--- src/rtl/bird_mmio_pkg.sv ---
// Shared constants for the bird MMIO bridge: register offsets above IO_BASE
// and display geometry.
package bird_mmio_pkg;

  localparam logic [15:0] BTN_STAT_OFS = 16'd0;
  localparam logic [15:0] BTN_LVL_OFS  = 16'd1;
  localparam logic [15:0] DISP_OFS     = 16'd2;

  localparam int NUM_DIGITS = 4;
  localparam int DIGIT_W    = $clog2(NUM_DIGITS);

  // Active-low {g,f,e,d,c,b,a} pattern for the glyph "0".
  localparam logic [6:0] GLYPH_ZERO = 7'b1000000;

endpackage

--- src/rtl/bird_mmio_hex7seg.sv ---
// Combinational hex nibble to active-low 7-segment decoder, segments {g,f,e,d,c,b,a}.
module hex7seg
  import bird_mmio_pkg::*;
(
  input  logic [3:0] nibble,
  output logic [6:0] seg
);

  always_comb begin
    seg = GLYPH_ZERO;
    unique case (nibble)
      4'h0: seg = GLYPH_ZERO;
      4'h1: seg = 7'b1111001;
      4'h2: seg = 7'b0100100;
      4'h3: seg = 7'b0110000;
      4'h4: seg = 7'b0011001;
      4'h5: seg = 7'b0010010;
      4'h6: seg = 7'b0000010;
      4'h7: seg = 7'b1111000;
      4'h8: seg = 7'b0000000;
      4'h9: seg = 7'b0010000;
      4'hA: seg = 7'b0001000;
      4'hB: seg = 7'b0000011;
      4'hC: seg = 7'b1000110;
      4'hD: seg = 7'b0100001;
      4'hE: seg = 7'b0000110;
      4'hF: seg = 7'b0001110;
      default: seg = GLYPH_ZERO;
    endcase
  end

endmodule

--- src/rtl/bird_mmio.sv ---
// Memory-mapped I/O bridge for the bird CPU: RAM/IO decode, pushbutton
// synchronizer + debouncer + press flag, and a 4-digit hex display scanner.
module bird_mmio
  import bird_mmio_pkg::*;
#(
  parameter int          DEBOUNCE_CYCLES = 50000,
  parameter int          SCAN_BITS       = 16,
  parameter logic [15:0] IO_BASE         = 16'hF000
) (
  input  logic        clk,
  input  logic        rst,
  input  logic [15:0] cpu_address,
  input  logic [15:0] cpu_wdata,
  input  logic        cpu_memwt,
  output logic [15:0] cpu_rdata,
  output logic        ram_we,
  input  logic [15:0] ram_rdata,
  input  logic        pushbutton,
  output logic [3:0]  anode,
  output logic [6:0]  cathode
);

  localparam int CNT_W = (DEBOUNCE_CYCLES > 2) ? $clog2(DEBOUNCE_CYCLES) : 1;
  localparam logic [CNT_W-1:0] CNT_LAST = CNT_W'(DEBOUNCE_CYCLES - 1);

  logic                  sync1_q, sync1_d, sync2_q, sync2_d;
  logic                  level_q, level_d, pend_q, pend_d;
  logic [CNT_W-1:0]      cnt_q, cnt_d;
  logic [15:0]           disp_q, disp_d;
  logic [SCAN_BITS-1:0]  scan_q, scan_d;
  logic [NUM_DIGITS-1:0] anode_q, anode_d;
  logic [6:0]            cathode_q, cathode_d;

  logic                  is_io, stat_wr, disp_wr, rise;
  logic [15:0]           io_ofs;
  logic [DIGIT_W-1:0]    digit;
  logic [3:0]            nibble;
  logic [6:0]            seg;

  assign is_io   = (cpu_address >= IO_BASE);
  assign io_ofs  = cpu_address - IO_BASE;
  assign ram_we  = cpu_memwt && !is_io;
  assign stat_wr = cpu_memwt && is_io && (io_ofs == BTN_STAT_OFS);
  assign disp_wr = cpu_memwt && is_io && (io_ofs == DISP_OFS);

  always_comb begin
    cpu_rdata = ram_rdata;
    if (is_io) begin
      if (io_ofs == BTN_STAT_OFS)     cpu_rdata = {15'd0, pend_q};
      else if (io_ofs == BTN_LVL_OFS) cpu_rdata = {15'd0, level_q};
      else if (io_ofs == DISP_OFS)    cpu_rdata = disp_q;
      else                            cpu_rdata = 16'h0000;
    end
  end

  assign digit = scan_q[SCAN_BITS-1 -: DIGIT_W];

  always_comb begin
    nibble = disp_q[3:0];
    case (digit)
      2'd1:    nibble = disp_q[7:4];
      2'd2:    nibble = disp_q[11:8];
      2'd3:    nibble = disp_q[15:12];
      default: nibble = disp_q[3:0];
    endcase
  end

  hex7seg u_hex7seg (
    .nibble (nibble),
    .seg    (seg)
  );

  always_comb begin
    sync1_d = pushbutton;
    sync2_d = sync1_q;
    level_d = level_q;
    cnt_d   = '0;
    rise    = 1'b0;
    // Any return to agreement drops the count, so only an unbroken run flips the level.
    if (sync2_q != level_q) begin
      if (cnt_q == CNT_LAST) begin
        level_d = sync2_q;
        rise    = sync2_q;
      end else begin
        cnt_d = cnt_q + 1'b1;
      end
    end
    pend_d = pend_q;
    if (stat_wr) pend_d = 1'b0;
    if (rise)    pend_d = 1'b1;
    disp_d    = disp_wr ? cpu_wdata : disp_q;
    scan_d    = scan_q + 1'b1;
    anode_d   = ~(NUM_DIGITS'(1) << digit);
    cathode_d = seg;
  end

  always_ff @(posedge clk) begin
    if (rst) begin
      sync1_q   <= 1'b0;
      sync2_q   <= 1'b0;
      level_q   <= 1'b0;
      pend_q    <= 1'b0;
      cnt_q     <= '0;
      disp_q    <= '0;
      scan_q    <= '0;
      anode_q   <= 4'b1110;
      cathode_q <= GLYPH_ZERO;
    end else begin
      sync1_q   <= sync1_d;
      sync2_q   <= sync2_d;
      level_q   <= level_d;
      pend_q    <= pend_d;
      cnt_q     <= cnt_d;
      disp_q    <= disp_d;
      scan_q    <= scan_d;
      anode_q   <= anode_d;
      cathode_q <= cathode_d;
    end
  end

  assign anode   = anode_q;
  assign cathode = cathode_q;

endmodule

--- config.mk ---
export PLATFORM = sky130hd
export DESIGN_NAME = bird_mmio
export DESIGN_NICKNAME = d
export VERILOG_FILES = /design/src/rtl/bird_mmio_pkg.sv /design/src/rtl/bird_mmio_hex7seg.sv /design/src/rtl/bird_mmio.sv
export SDC_FILE = /design/constraint.sdc
export NUM_CORES = 1
export LEC_CHECK = 0
export ABC_AREA = 1
export ABC_CLOCK_PERIOD_IN_PS = 3700
export BUFFER_PORTS_ARGS = -buffer_cell sky130_fd_sc_hd__buf_4
export CORE_MARGIN = 4
export CORE_UTILIZATION = 48
export DETAILED_ROUTE_END_ITERATION = 10
export GPL_ROUTABILITY_DRIVEN = 0
export MAX_ROUTING_LAYER = met4
export PLACE_DENSITY = 0.69
export SETUP_SLACK_MARGIN = 0.2
export SLEW_MARGIN = 20
export SYNTH_ARGS = -nofsm -noshare
export SYNTH_HDL_FRONTEND = slang
export SYNTH_SLANG_ARGS = --single-unit
--- constraint.sdc ---
create_clock -name clk -period 3.7 [get_ports clk]
set_clock_uncertainty 0.15 [all_clocks]
set_input_delay 0.74 -clock clk [delete_from_list [all_inputs] [get_ports clk]]
set_output_delay 0.74 -clock clk [all_outputs]
set_load 0.02 [all_outputs]
Word level (Yosys, flattened, before mapping)
Memories as Yosys holds them, arrays and structs flattened. A register that Yosys moved wholly into a read port is not among the register bits.
Cells that the tools add are included.
{ "totals": {"ff_bits": 56, "rom_bits": 112, "in_bits": 52, "output_inout_bits": 28, "n_memories": 1} }
{ "memory_table": {"columns": ["name", "depth", "width", "rd", "rd_clocked_by_memory_dff", "write_ports", "line_no", "text"], "rows": [
  ["(name not given)", 16, 7, 1, 1, 0, "bird_mmio_hex7seg.sv:11", "unique case (nibble)"]
]} }
{ "op_classes": {"addsub": 3, "magnitude_cmp": 1, "eq_ne": 7, "shifts": 1, "mux": 9, "bitwise_logic": 2, "reduce_logical": 9} }
{ "ops": {"columns": ["operator", "count"], "rows": [
  ["16-bit two-way mux", 4],
  ["16-bit by 1-bit adder with 16-bit output, second input constant", 2],
  ["16-bit by 1-bit equality test with 1-bit output, second input constant", 1],
  ["16-bit equality test, second input constant", 1],
  ["16-bit by 2-bit equality test with 1-bit output, second input constant", 1],
  ["16-bit greater-or-equal comparator, second input constant", 1],
  ["16-bit logical NOT", 1],
  ["16-bit subtractor, second input constant", 1],
  ["4-bit case mux with 3 select lines", 1],
  ["2-bit equality test, second input constant", 2],
  ["1-bit logical AND", 4],
  ["1-bit two-way mux", 4],
  ["4-bit inverter", 1],
  ["1-bit by 2-bit << shifter with 4-bit output, first input constant", 1],
  ["3-bit OR reduction", 1],
  ["2-bit by 1-bit equality test with 1-bit output, second input constant", 1],
  ["2-bit AND reduction", 1],
  ["2-bit nonzero test", 1],
  ["1-bit logical NOT", 1],
  ["1-bit inequality test", 1],
  ["1-bit inverter", 1]
]} }

Longest topological paths before layout
{ "logic_depth": {"ltp_word": 6, "depth_mapped": 12} }

Cells and area by module
From an unflattened synthesis, not the netlist that was laid out.
{ "hier_totals": {"hier_cells": 497, "area_unflattened_um2": 3324.4} }
{ "by_module_without_submodules": {"columns": ["module", "n_inst", "cells_each", "area_per_inst_um2", "seq_area_each_um2"], "rows": [
  ["bird_mmio", 1, 448, 3050.4, 1261.2],
  ["hex7seg", 1, 49, 274.0, 0.0]
]} }

Least setup slack after synthesis
Ideal clock, no wire load.
{ "synth_timing": {"path_kind": "input-to-output", "from": "input cpu_address[7]", "to": "output cpu_rdata[10]", "t_arrival_ns": 1.830, "slack_ns": 0.980, "path_stages": 6, "n_path_buf": 1, "cell_sequence": "nor2_1 -> nand3_1 -> nor2_2 -> nand2_4 -> clkbuf_1 -> o21ai_0"} }
{ "synth_via": {"elab_chain_cells": 6, "word_cells_on_any_way": 9, "classes_between": "add/sub (1); order compare (1); eq/ne (2); mux (4); reduce/logical (1)"} }
{ "synth_lines": {"columns": ["item", "line_no", "text"], "rows": [
  ["start: declaration", "bird_mmio.sv:12", "input logic [15:0] cpu_address,"],
  ["16-bit subtractor", "bird_mmio.sv:41", "assign io_ofs = cpu_address - IO_BASE;"],
  ["16-bit by 2-bit equality test with 1-bit output", "bird_mmio.sv:51", "else if (io_ofs == DISP_OFS) cpu_rdata = disp_q;"],
  ["16-bit two-way mux", "bird_mmio.sv:51", null],
  ["16-bit two-way mux", "bird_mmio.sv:50", "else if (io_ofs == BTN_LVL_OFS) cpu_rdata = {15'd0, level_q};"],
  ["16-bit two-way mux", "bird_mmio.sv:49", "if (io_ofs == BTN_STAT_OFS) cpu_rdata = {15'd0, pend_q};"],
  ["16-bit two-way mux (*)", "bird_mmio.sv:48", "if (is_io) begin"],
  ["end: declaration", "bird_mmio.sv:15", "output logic [15:0] cpu_rdata,"]
]} }
Every way passes the cells marked *; elsewhere a longest branch is shown, timed or not.

Worst setup path in the final report
{ "layout_timing": {"from": "input cpu_address[15]", "to": "output cpu_rdata[10]"} }
Same word-level chain as after synthesis.

==> metrics.txt <==
startpoint types=primary input; largest net degree at the start of global routing=34; max incr delay on CP=0.20 ns; total track usage=19.4%; die extent in x=92.6 um; CP Class=in -> out; TNS Setup=0 ns; fraction of layout cells with a size suffix above 1=21.5%; Total Power=1500 uW; Post-synth EDFFs=0; prevailing post-synth register cell=dfxtp_1; Antenna Cells=0; post-synthesis register bit count=63; syn_nets=581; DRC=0; # rows=30; share of the synthesized area in the top cell type=36.7%; Avg WL per Cell=11.2 um; GRT overflow=0; Bufs on Longest Clock Path=2; Slew @ Worst Pin=0.413 ns; Critical R2R Capture=cathode[1]; first-pass GRT wire length=13100 um; RSZ-0062 raised after global routing=false; vias per cell=4.74; yosys warns=0; R2R cell count=11; HP Start=sync1_q; CTS tree=built; post-route ant nets=0; cell accounting for the most synthesized area=dfxtp_1; vias in the first global route=3001; clock transition at the registers of the reported paths=0.08 ns; reg2reg start=scan_q[15]; Crit-path slowest cell=o21ai_0; leakage power=0.00203 uW; Final Non-Filler Cells=704; Layout area overhead=25.9%; final hold viol count=0; hold crit path type=reg -> reg; Die Height=92.6 um; Cell Area, Placed=4100 um^2; Yosys cell types=29; Num CTS Buffers=9; Synth Cell Area=3440 um^2; IO Port Bufs=79; initial antenna violation count=0; Inst Count DP=688; Final setup viols=0; Vias=3336; hpwl dp=5880 um; Worst EP required=2.81 ns; Worst setup EP type=output port; # hold bufs at CTS=0; drt total wl=7890 um; leading cell type by number of instances after synthesis=nand2_1; CP Launch Point=cpu_address[15]; Initial DRC Count=135; Tmin final=2.65 ns; Initial Utilization=50.0%; hold depth=2; WHS Endpoint=sync2_q; Clock Sink Count=63; Rel. slew slack=72.2%; Post-Syn Instances=522; # IOs=80; final worst-path cycle share=71.7%; Crit path arrival time=1.76 ns; maximum vdd drop=0.000232 V; clk_lat worst skew=0.35 ns; post-synthesis sequential area ratio=36.7%; synth top area cells=dfxtp_1, nand2_1, inv_1; die area=8580 um^2; max_cap viols=0; average cell area after synthesis=6.58 um^2; status=finished, final reports clean; cells along the critical path=buf_4 -> nand2_1 -> inv_2 -> nand2_4 -> nor2_4 -> nand2_4 -> o21ai_0 -> buf_4; Post CTS Setup Buffer Count=0; drt pass-1 iters=8; Nets=662; top post-synthesis cells by count=nand2_1, inv_1, dfxtp_1; Clock Tree Root=clkbuf_8; worst-path maximum fanout=18; reg2reg setup slack=1.44 ns; Max Slew Vio Count=0; Resize count post-CTS=0; FFs w/ async S/R, synth=0%; Final Instance Area=4320 um^2; fmax=377 MHz; core area=6870 um^2; Power Dens Cells=346 nW/um^2; H-tree depth=3
through the flow:
step                      setup WS, ns  hold slack [ns]  util [%]
after global routing             0.879            0.288      63.0
after CTS                         1.03            0.262      63.0
after floorplan                  0.980            0.238         -
after detailed placement          1.03            0.251      59.6
after global placement            1.06            0.248      59.6
final                             1.05            0.257      63.0
cell usage in the layout, fill, tap and decap left out:
cell type,instances
a21oi_1,22
buf_4,80
bufinv_16,2
clkbuf_8,9
clkinv_1,1
clkinv_4,3
dfxtp_1,63
ha_1,7
inv_1,90
inv_2,6
inv_4,1
inv_6,2
nand2_1,146
nand2_4,3
nand3_1,33
nand3_2,2
nand3_4,1
nand3b_1,1
nand4_1,11
nor2_1,55
nor2_2,14
nor2_4,2
nor2_8,1
nor3_1,12
nor3_2,1
nor3_4,2
nor3b_1,1
o21ai_0,26
o21ai_1,2
o21bai_4,2
xor2_1,7
flip-flops by register name, indices dropped and copies added, names as in the netlist:
| register | flops |
|---|---|
| anode | 4 |
| cathode | 7 |
| cnt_q | 16 |
| disp_q | 16 |
| level_q | 1 |
| pend_q | 1 |
| scan_q | 16 |
| sync1_q | 1 |
| sync2_q | 1 |
cell type report:
| class | instances | area [um^2] |
|---|---|---|
| well taps | 96 | 120 |
| multi-input cells | 351 | 1740 |
| repair buffers | 80 | 601 |
| fillers | 664 | 2540 |
| clock inverters | 7 | 104 |
| inverters | 98 | 370 |
| flip-flops and latches | 63 | 1260 |
| clock buffers | 9 | 124 |
power breakdown:
part	internal [uW]	switching, uW	total (uW)
clock	387	305	693
sequential	681	2.49	684
combinational	61.8	57.1	119
worst max path at each step:
stage                                to
after detailed placement   cpu_rdata[1]
after global routing      cpu_rdata[10]
after floorplan           cpu_rdata[10]
after global placement     cpu_rdata[0]
after CTS                  cpu_rdata[1]
final                     cpu_rdata[10]
layer usage:
metal  track usage, %  vias to the layer above  routed length, um
li1                 -                     1770                  -
met1             23.1                     1454               3640
met2             31.7                       95               3710
met3             3.74                       17                381
met4             8.91                        0                164
met5                -                        -                  0
cell families (layout without fill, tap and decap cells):
family                   count (synthesis)  in the layout  synth area share [%]
AO/OA/AOI/OAI                           52             52                  8.38
XOR/XNOR                                 7              7                  1.78
adder cells (fa/ha/maj)                  7              7                  2.55
buffers and inverters                  108            194                  12.5
flip-flops                              63             63                  36.7
AND/OR/NAND/NOR                        285            285                  38.1
critical path: cells and delay by family:
kind | cells | cell delay [ns]
and+or+nand+nor | 4 | 0.52
buffers and inverters | 3 | 0.31
AOI/OAI and AO/OA | 1 | 0.20
(Power assumes the default switching activity.)
